### config.mk
export PLATFORM = sky130hd
export DESIGN_NAME = fphub_to_ieee_flat
export DESIGN_NICKNAME = d
export VERILOG_FILES = /design/src/rtl/fphub_to_ieee_if.sv /design/src/rtl/fphub_to_ieee.sv /design/src/flat_wrapper.sv
export SDC_FILE = /design/constraint.sdc
export NUM_CORES = 1
export LEC_CHECK = 0
export BUFFER_PORTS_ARGS = -buffer_cell sky130_fd_sc_hd__buf_2
export CORE_ASPECT_RATIO = 1.25
export CORE_MARGIN = 2
export CORE_UTILIZATION = 40
export CTS_CLUSTER_SIZE = 16
export DETAILED_ROUTE_END_ITERATION = 8
export HOLD_SLACK_MARGIN = 0.05
export SETUP_SLACK_MARGIN = 0.2
export SYNTH_ARGS = -nofsm -noshare
export SYNTH_HDL_FRONTEND = slang
export SYNTH_SLANG_ARGS = --single-unit
### constraint.sdc
create_clock -name clk -period 6.3 [get_ports clk]
set_clock_uncertainty 0.2 [all_clocks]
set_input_delay 1.26 -clock clk [delete_from_list [all_inputs] [get_ports clk]]
set_output_delay 1.26 -clock clk [all_outputs]
set_load 0.02 [all_outputs]
### src/rtl/fphub_to_ieee_if.sv
// Handshake bundle for the HUB-to-IEEE output converter.
// Input side carries HUB words in; output side carries IEEE words and flags out.
interface fphub_to_ieee_if #(
  parameter int M  = 23,
  parameter int E  = 8,
  parameter int OM = 23,
  parameter int OE = 8
) ();
  logic             in_valid;
  logic             in_ready;
  logic [E+M:0]     in_data;
  logic             out_valid;
  logic             out_ready;
  logic [OE+OM:0]   out_data;
  logic             flag_overflow;
  logic             flag_underflow;
  logic             flag_inexact;

  // Converter side
  modport slave (
    input  in_valid, in_data, out_ready,
    output in_ready, out_valid, out_data,
    output flag_overflow, flag_underflow, flag_inexact
  );

  // Producer/consumer side
  modport master (
    output in_valid, in_data, out_ready,
    input  in_ready, out_valid, out_data,
    input  flag_overflow, flag_underflow, flag_inexact
  );
endinterface

### src/rtl/fphub_to_ieee.sv
// HUB floating-point to IEEE-754 converter.
// Rebiases the exponent, denormalises tiny results one bit per cycle,
// rounds to nearest-even and raises overflow/underflow/inexact flags.
// One conversion in flight; result is held until the consumer takes it.
module fphub_to_ieee #(
  parameter int M  = 23,
  parameter int E  = 8,
  parameter int OM = 23,
  parameter int OE = 8
) (
  input  logic             clk,
  input  logic             rst_n,
  fphub_to_ieee_if.slave   bus
);

  // Significand fraction width: wide enough for all HUB bits and for
  // OM kept bits plus guard plus at least one sticky bit.
  localparam int FW  = ((M + 1) > (OM + 2)) ? (M + 1) : (OM + 2);
  localparam int SW  = FW + 1;
  localparam int PAD = FW - (M + 1);
  localparam int TW  = ((E > OE) ? E : OE) + 2;
  localparam int CW  = $clog2(OM + 3);
  localparam int GI  = FW - OM - 1;

  localparam logic signed [TW-1:0] BIN    = TW'((1 << (E - 1)) - 1);
  localparam logic signed [TW-1:0] BOUT   = TW'((1 << (OE - 1)) - 1);
  localparam logic signed [TW-1:0] T_INF  = TW'((1 << OE) - 1);
  localparam logic signed [TW-1:0] T_ZERO = '0;
  localparam logic signed [TW-1:0] T_ONE  = TW'(1);
  localparam logic signed [TW-1:0] K_MAX  = TW'(OM + 2);
  localparam logic [OM-1:0]        QFRAC  = OM'(1) << (OM - 1);

  typedef enum logic [1:0] {
    IDLE,
    ALIGN,
    ROUND,
    HOLD
  } state_t;

  state_t            state_q, state_d;
  logic              sign_q, sign_d;
  logic [OE-1:0]     exp_q, exp_d;
  logic              tiny_q, tiny_d;
  logic              huge_q, huge_d;
  logic [SW-1:0]     sig_q, sig_d;
  logic              sticky_q, sticky_d;
  logic [CW-1:0]     cnt_q, cnt_d;
  logic [OE+OM:0]    odata_q, odata_d;
  logic              ovf_q, ovf_d;
  logic              unf_q, unf_d;
  logic              inx_q, inx_d;

  // Input field split and classification helpers
  logic                  in_s;
  logic [E-1:0]          in_ex;
  logic [M-1:0]          in_f;
  logic signed [TW-1:0]  t_val;
  logic signed [TW-1:0]  one_m_t;
  logic [CW-1:0]         k_val;
  logic [SW-1:0]         sig_init;

  // Rounding datapath signals
  logic [OM-1:0]  kept;
  logic           intb;
  logic           guard;
  logic           st_all;
  logic           inc;
  logic [OM+1:0]  sum;
  logic [OE-1:0]  exp_inc;
  logic [OE+OM:0] rnd_data;
  logic           rnd_ovf;

  // Decode the incoming HUB word: target exponent, shift count, significand
  always_comb begin
    in_s     = bus.in_data[E+M];
    in_ex    = bus.in_data[E+M-1:M];
    in_f     = bus.in_data[M-1:0];
    t_val    = $signed({{(TW-E){1'b0}}, in_ex}) - BIN + BOUT;
    one_m_t  = T_ONE - t_val;
    k_val    = (one_m_t > K_MAX) ? CW'(K_MAX) : CW'(one_m_t);
    // {1, f, implicit 1} left-justified in the fraction field
    sig_init = SW'({1'b1, in_f, 1'b1}) << PAD;
  end

  // Round-to-nearest-even on the aligned significand and pack the IEEE word
  always_comb begin
    kept     = sig_q[FW-1 -: OM];
    intb     = sig_q[FW];
    guard    = sig_q[GI];
    st_all   = sticky_q | (|sig_q[GI-1:0]);
    inc      = guard & (st_all | kept[0]);
    sum      = {1'b0, intb, kept} + (OM + 2)'(inc);
    exp_inc  = exp_q + OE'(1);
    rnd_ovf  = 1'b0;
    rnd_data = '0;
    if (tiny_q) begin
      // Carry into the integer position promotes to the smallest normal
      rnd_data = {sign_q, {(OE-1){1'b0}}, sum[OM], sum[OM-1:0]};
    end else if (huge_q) begin
      rnd_data = {sign_q, {OE{1'b1}}, {OM{1'b0}}};
      rnd_ovf  = 1'b1;
    end else if (sum[OM+1]) begin
      if (exp_inc == '1) begin
        rnd_data = {sign_q, {OE{1'b1}}, {OM{1'b0}}};
        rnd_ovf  = 1'b1;
      end else begin
        rnd_data = {sign_q, exp_inc, sum[OM-1:0]};
      end
    end else begin
      rnd_data = {sign_q, exp_q, sum[OM-1:0]};
    end
  end

  // Next-state and datapath control
  always_comb begin
    state_d  = state_q;
    sign_d   = sign_q;
    exp_d    = exp_q;
    tiny_d   = tiny_q;
    huge_d   = huge_q;
    sig_d    = sig_q;
    sticky_d = sticky_q;
    cnt_d    = cnt_q;
    odata_d  = odata_q;
    ovf_d    = ovf_q;
    unf_d    = unf_q;
    inx_d    = inx_q;
    unique case (state_q)
      IDLE: begin
        if (bus.in_valid) begin
          sign_d = in_s;
          if (in_ex == '0) begin
            odata_d = {in_s, {(OE+OM){1'b0}}};
            ovf_d   = 1'b0;
            unf_d   = 1'b0;
            inx_d   = 1'b0;
            state_d = HOLD;
          end else if (in_ex == '1) begin
            odata_d = (in_f == '0) ? {in_s, {OE{1'b1}}, {OM{1'b0}}}
                                   : {1'b0, {OE{1'b1}}, QFRAC};
            ovf_d   = 1'b0;
            unf_d   = 1'b0;
            inx_d   = 1'b0;
            state_d = HOLD;
          end else begin
            sig_d    = sig_init;
            sticky_d = 1'b0;
            exp_d    = t_val[OE-1:0];
            huge_d   = (t_val >= T_INF);
            tiny_d   = (t_val <= T_ZERO);
            cnt_d    = k_val;
            state_d  = (t_val <= T_ZERO) ? ALIGN : ROUND;
          end
        end
      end
      ALIGN: begin
        sig_d    = sig_q >> 1;
        sticky_d = sticky_q | sig_q[0];
        cnt_d    = cnt_q - CW'(1);
        if (cnt_q == CW'(1)) state_d = ROUND;
      end
      ROUND: begin
        odata_d = rnd_data;
        ovf_d   = rnd_ovf;
        inx_d   = guard | st_all | huge_q;
        unf_d   = tiny_q & (guard | st_all);
        state_d = HOLD;
      end
      HOLD: begin
        if (bus.out_ready) state_d = IDLE;
      end
      default: state_d = IDLE;
    endcase
  end

  // State and datapath registers
  always_ff @(posedge clk or negedge rst_n) begin
    if (!rst_n) begin
      state_q  <= IDLE;
      sign_q   <= 1'b0;
      exp_q    <= '0;
      tiny_q   <= 1'b0;
      huge_q   <= 1'b0;
      sig_q    <= '0;
      sticky_q <= 1'b0;
      cnt_q    <= '0;
      odata_q  <= '0;
      ovf_q    <= 1'b0;
      unf_q    <= 1'b0;
      inx_q    <= 1'b0;
    end else begin
      state_q  <= state_d;
      sign_q   <= sign_d;
      exp_q    <= exp_d;
      tiny_q   <= tiny_d;
      huge_q   <= huge_d;
      sig_q    <= sig_d;
      sticky_q <= sticky_d;
      cnt_q    <= cnt_d;
      odata_q  <= odata_d;
      ovf_q    <= ovf_d;
      unf_q    <= unf_d;
      inx_q    <= inx_d;
    end
  end

  assign bus.in_ready       = (state_q == IDLE);
  assign bus.out_valid      = (state_q == HOLD);
  assign bus.out_data       = odata_q;
  assign bus.flag_overflow  = ovf_q;
  assign bus.flag_underflow = unf_q;
  assign bus.flag_inexact   = inx_q;

endmodule
### src/flat_wrapper.sv
// flat-port wrapper written by rule: the top's interface ports become plain ports
module fphub_to_ieee_flat 
#(
  parameter int M  = 23,
  parameter int E  = 8,
  parameter int OM = 23,
  parameter int OE = 8
)
  (clk, rst_n, bus_in_valid, bus_in_data, bus_out_ready, bus_in_ready, bus_out_valid, bus_out_data, bus_flag_overflow, bus_flag_underflow, bus_flag_inexact);
  fphub_to_ieee_if #(.M(M), .E(E), .OM(OM), .OE(OE)) bus_i ();
  input  logic clk;
  input  logic rst_n;
  input wire logic [$bits(bus_i.in_valid)-1:0] bus_in_valid;
  input wire logic [$bits(bus_i.in_data)-1:0] bus_in_data;
  input wire logic [$bits(bus_i.out_ready)-1:0] bus_out_ready;
  output wire logic [$bits(bus_i.in_ready)-1:0] bus_in_ready;
  output wire logic [$bits(bus_i.out_valid)-1:0] bus_out_valid;
  output wire logic [$bits(bus_i.out_data)-1:0] bus_out_data;
  output wire logic [$bits(bus_i.flag_overflow)-1:0] bus_flag_overflow;
  output wire logic [$bits(bus_i.flag_underflow)-1:0] bus_flag_underflow;
  output wire logic [$bits(bus_i.flag_inexact)-1:0] bus_flag_inexact;
  assign bus_i.in_valid = bus_in_valid;
  assign bus_i.in_data = bus_in_data;
  assign bus_i.out_ready = bus_out_ready;
  assign bus_in_ready = bus_i.in_ready;
  assign bus_out_valid = bus_i.out_valid;
  assign bus_out_data = bus_i.out_data;
  assign bus_flag_overflow = bus_i.flag_overflow;
  assign bus_flag_underflow = bus_i.flag_underflow;
  assign bus_flag_inexact = bus_i.flag_inexact;
  fphub_to_ieee #(.M(M), .E(E), .OM(OM), .OE(OE)) u_core (.clk(clk), .rst_n(rst_n), .bus(bus_i));
endmodule
==> metrics.yaml <==
start_util_pct: 41.3
cp_num_buf_inv: 2
hold_depth: 2
cts_resized: 0
globalRouteOverflowTotal: 0
setup_slack_ns: 2.53
dp_slack_ns: 2.18
r2r-start: "u_core.sig_q[1]"
p_leak_nw: 2.45
slew_violations: 0
crit_path_max_incr_delay_ns: 0.38
pwr-share-clk_pct: 18.9
fin_area_mm2: 0.00558
p_int_mw: 1.45
slowest_stage: "ha_1"
hp-class: "flop to flop"
synthFlopType: "dfrtp_1"
drc: 0
async_flop_share_pct: 100
wl_met1_mm: 5.18
cap_violations: 0
path_cells: "buf_2 > inv_1 > ha_1 > nor4bb_1 > a21oi_1 > a21oi_1 > xnor2_2 > nand3_1 > o31a_1 > o31a_1 > a31o_1"
wirelength_mm: 12.0
finalPower_mw: 2.57
stdcell_count: 764
fmax_mhz: 265
grt_pass1_wl_mm: 20.3
hp-start: "u_core.bus.out_data[14]"
setup_viol: 0
worst-path-max-fanout: 11
gp_congestion: 0.898
cts_tree: "yes"
synth_edf_count: 0
met2RoutedLength_mm: 6.08
tightest_slew_ns: 1.02
htree_levels: 3
grt_max_degree: 81
ys_types: 57
post_drt_wl_per_cell_um: 15.7
min_to: "u_core.bus.out_data[14]"
dp_hpwl_mm: 8.85
reg2reg_slack_ns: 3.14
postSynthAreaPerCell_um2: 8.95
postRouteAntennaNets: 0
drtIter0Drc: 180
ctsHoldBuffers: 0
antenna_found_initial: 0
worstPathArrival_ns: 3.79
tns_ns: 0
synthCells: 541
cp-end-kind: "flop"
die_w_um: 102
drive_gt1_share_pct: 17.2
track_usage_pct: 19.7
clk_latency_ns: 0.33
fin_crit_ns: 3.77
worstSetupStartpointType: "input port"
top_layer: "met4"
rsz0062_at_grt: "no"
num_rows: 44
clk_pin_slew_worst_paths_ns: 0.06
p_sw_mw: 1.12
worstPathRequired_ns: 6.32
syn_to_final_growth_pct: 15.3
synth_fp_nets: 590
reg2regPathDepth: 9
cts_buffers: 9
portBuffers: 72
power_frac_seq_pct: 38.4
io_pins: 73
antennaDiodeCount: 0
r2r-end: "u_core.bus.out_data[15]"
peakVddDrop_mv: 0.167
first_pass_iters: 4
clockBufferDepth: 2
dp_cells: 750
post-cts-setup-buffers: 0
fin_crit_sh_pct: 59.8
criticalPathCategory: "input port to flop"
grt_pass1_vias: 4136
powerDensity_mw_per_mm2: 460
fin_nets: 649
yosysSeqAreaShare_pct: 41.4
vias: 4071
final_common_cell: "nand2_1"
dieArea_mm2: 0.0130
core_area_mm2: 0.0117
status: "finished, final reports clean"
wl_met3_um: 515
dpl_cell_area_mm2: 0.00531
cts_root_buf: "clkbuf_16"
ys_ff_latch: 80
syn_area_mm2: 0.00484
slew_headroom_pct: 31.7
vias_per_cell: 5.33
synth-warning-count: 0
die_h_um: 127
final_cell_mix: "nand2_1 (81), dfrtp_1 (80), buf_2 (71)"
clock-sinks: 80
p_comb_share_pct: 42.8
critPathTopFamily: "compound AO/OA/AOI/OAI gates"
swShare_pct: 43.4
hold_violations: 0
[worst min-delay path, cell delays in order (launching register included)]
cell,delay (ns)
dfrtp_1,0.33
nand2_1,0.04
o21ai_0,0.06
[cell families after synthesis]
family | after synthesis | synth area share, %
AO/OA/AOI/OAI | 129 | 15.7
adder cells (fa/ha/maj) | 13 | 3.36
XOR/XNOR | 42 | 8.14
flip-flops | 80 | 41.4
AND/OR/NAND/NOR | 204 | 21.6
multiplexers | 28 | 5.89
buffers and inverters | 45 | 3.93
[cells in the mapped netlist, drive strengths merged (2+ instances only)]
cell type / number / area (um2)
a21o: 5 / 37.5
a21oi: 22 / 110
a221o: 3 / 30.0
a31o: 2 / 17.5
a31oi: 7 / 43.8
a32o: 2 / 20.0
and2: 3 / 18.8
and3: 12 / 85.1
and4: 3 / 26.3
buf: 11 / 62.6
clkbuf: 17 / 63.8
dfrtp: 80 / 2000
ha: 13 / 163
inv: 17 / 63.8
mux2: 4 / 45.0
mux2i: 24 / 240
nand2: 81 / 304
nand2b: 4 / 25.0
nand3: 21 / 115
nand4: 18 / 128
nor2: 31 / 119
nor2b: 4 / 25.0
nor3: 10 / 50.1
nor4: 9 / 86.3
nor4b: 2 / 17.5
o211ai: 3 / 22.5
o21a: 2 / 15.0
o21ai: 68 / 340
o22ai: 2 / 12.5
o2bb2ai: 2 / 17.5
o31a: 3 / 26.3
o41ai: 2 / 17.5
or3: 2 / 12.5
xnor2: 22 / 219
xor2: 20 / 175
[routing by layer]
| layer | global-route usage [%] | up-vias |
|---|---|---|
| met5 | 0 | - |
| met4 | 5.73 | 0 |
| met3 | 3.61 | 12 |
| met2 | 34.4 | 93 |
| met1 | 24.5 | 1931 |
| li1 | - | 2035 |
[registers in the layout (all words and copies together), names as in the netlist]
| signal | count |
|---|---|
| u_core.cnt_q | 5 |
| u_core.exp_q | 8 |
| u_core.sign_q | 1 |
| u_core.bus.flag_overflow | 1 |
| u_core.state_q | 2 |
| u_core.bus.flag_inexact | 1 |
| u_core.sticky_q | 1 |
| u_core.bus.out_data | 32 |
| u_core.tiny_q | 1 |
| u_core.huge_q | 1 |
| u_core.sig_q | 26 |
| u_core.bus.flag_underflow | 1 |
[power groups by stage]
stage          logic, mW  registers (mW)  clock network, mW
3_5_place_dp        1.11           0.993                  0
6_report            1.10           0.985              0.484
5_1_grt             1.25            1.02              0.520
4_1_cts             1.11           0.984              0.496
3_3_place_gp        1.09           0.981                  0
2_1_floorplan      0.737            1.02                  0
[metrics by stage]
| step | utilization [%] | hold WS, ns |
|---|---|---|
| final | 47.6 | 0.268 |
| after global routing | 47.6 | 0.303 |
| after CTS | 47.6 | 0.273 |
| after detailed placement | 45.3 | 0.261 |
| after global placement | 45.3 | 0.259 |
| after floorplan | - | 0.255 |
[how the worst max path moves through the flow]
stage / start / endpoint / depth (start not counted)
3_3_place_gp: bus_in_data[23] / u_core.cnt_q[2] / 11
3_5_place_dp: bus_in_data[23] / u_core.cnt_q[2] / 11
5_1_grt: bus_in_data[23] / u_core.cnt_q[2] / 12
2_1_floorplan: bus_in_data[23] / u_core.cnt_q[2] / 11
4_1_cts: bus_in_data[23] / u_core.cnt_q[2] / 11
6_report: bus_in_data[23] / u_core.cnt_q[2] / 11
[cell type report]
cell class	instances	area [um2]
clock buffer	14	274
fill	1148	6140
inverter	17	63.8
multi-input combinational	416	2650
sequential	80	2000
tap	161	201
timing repair buffer	76	393
Power figures use the tool's default switching activity.
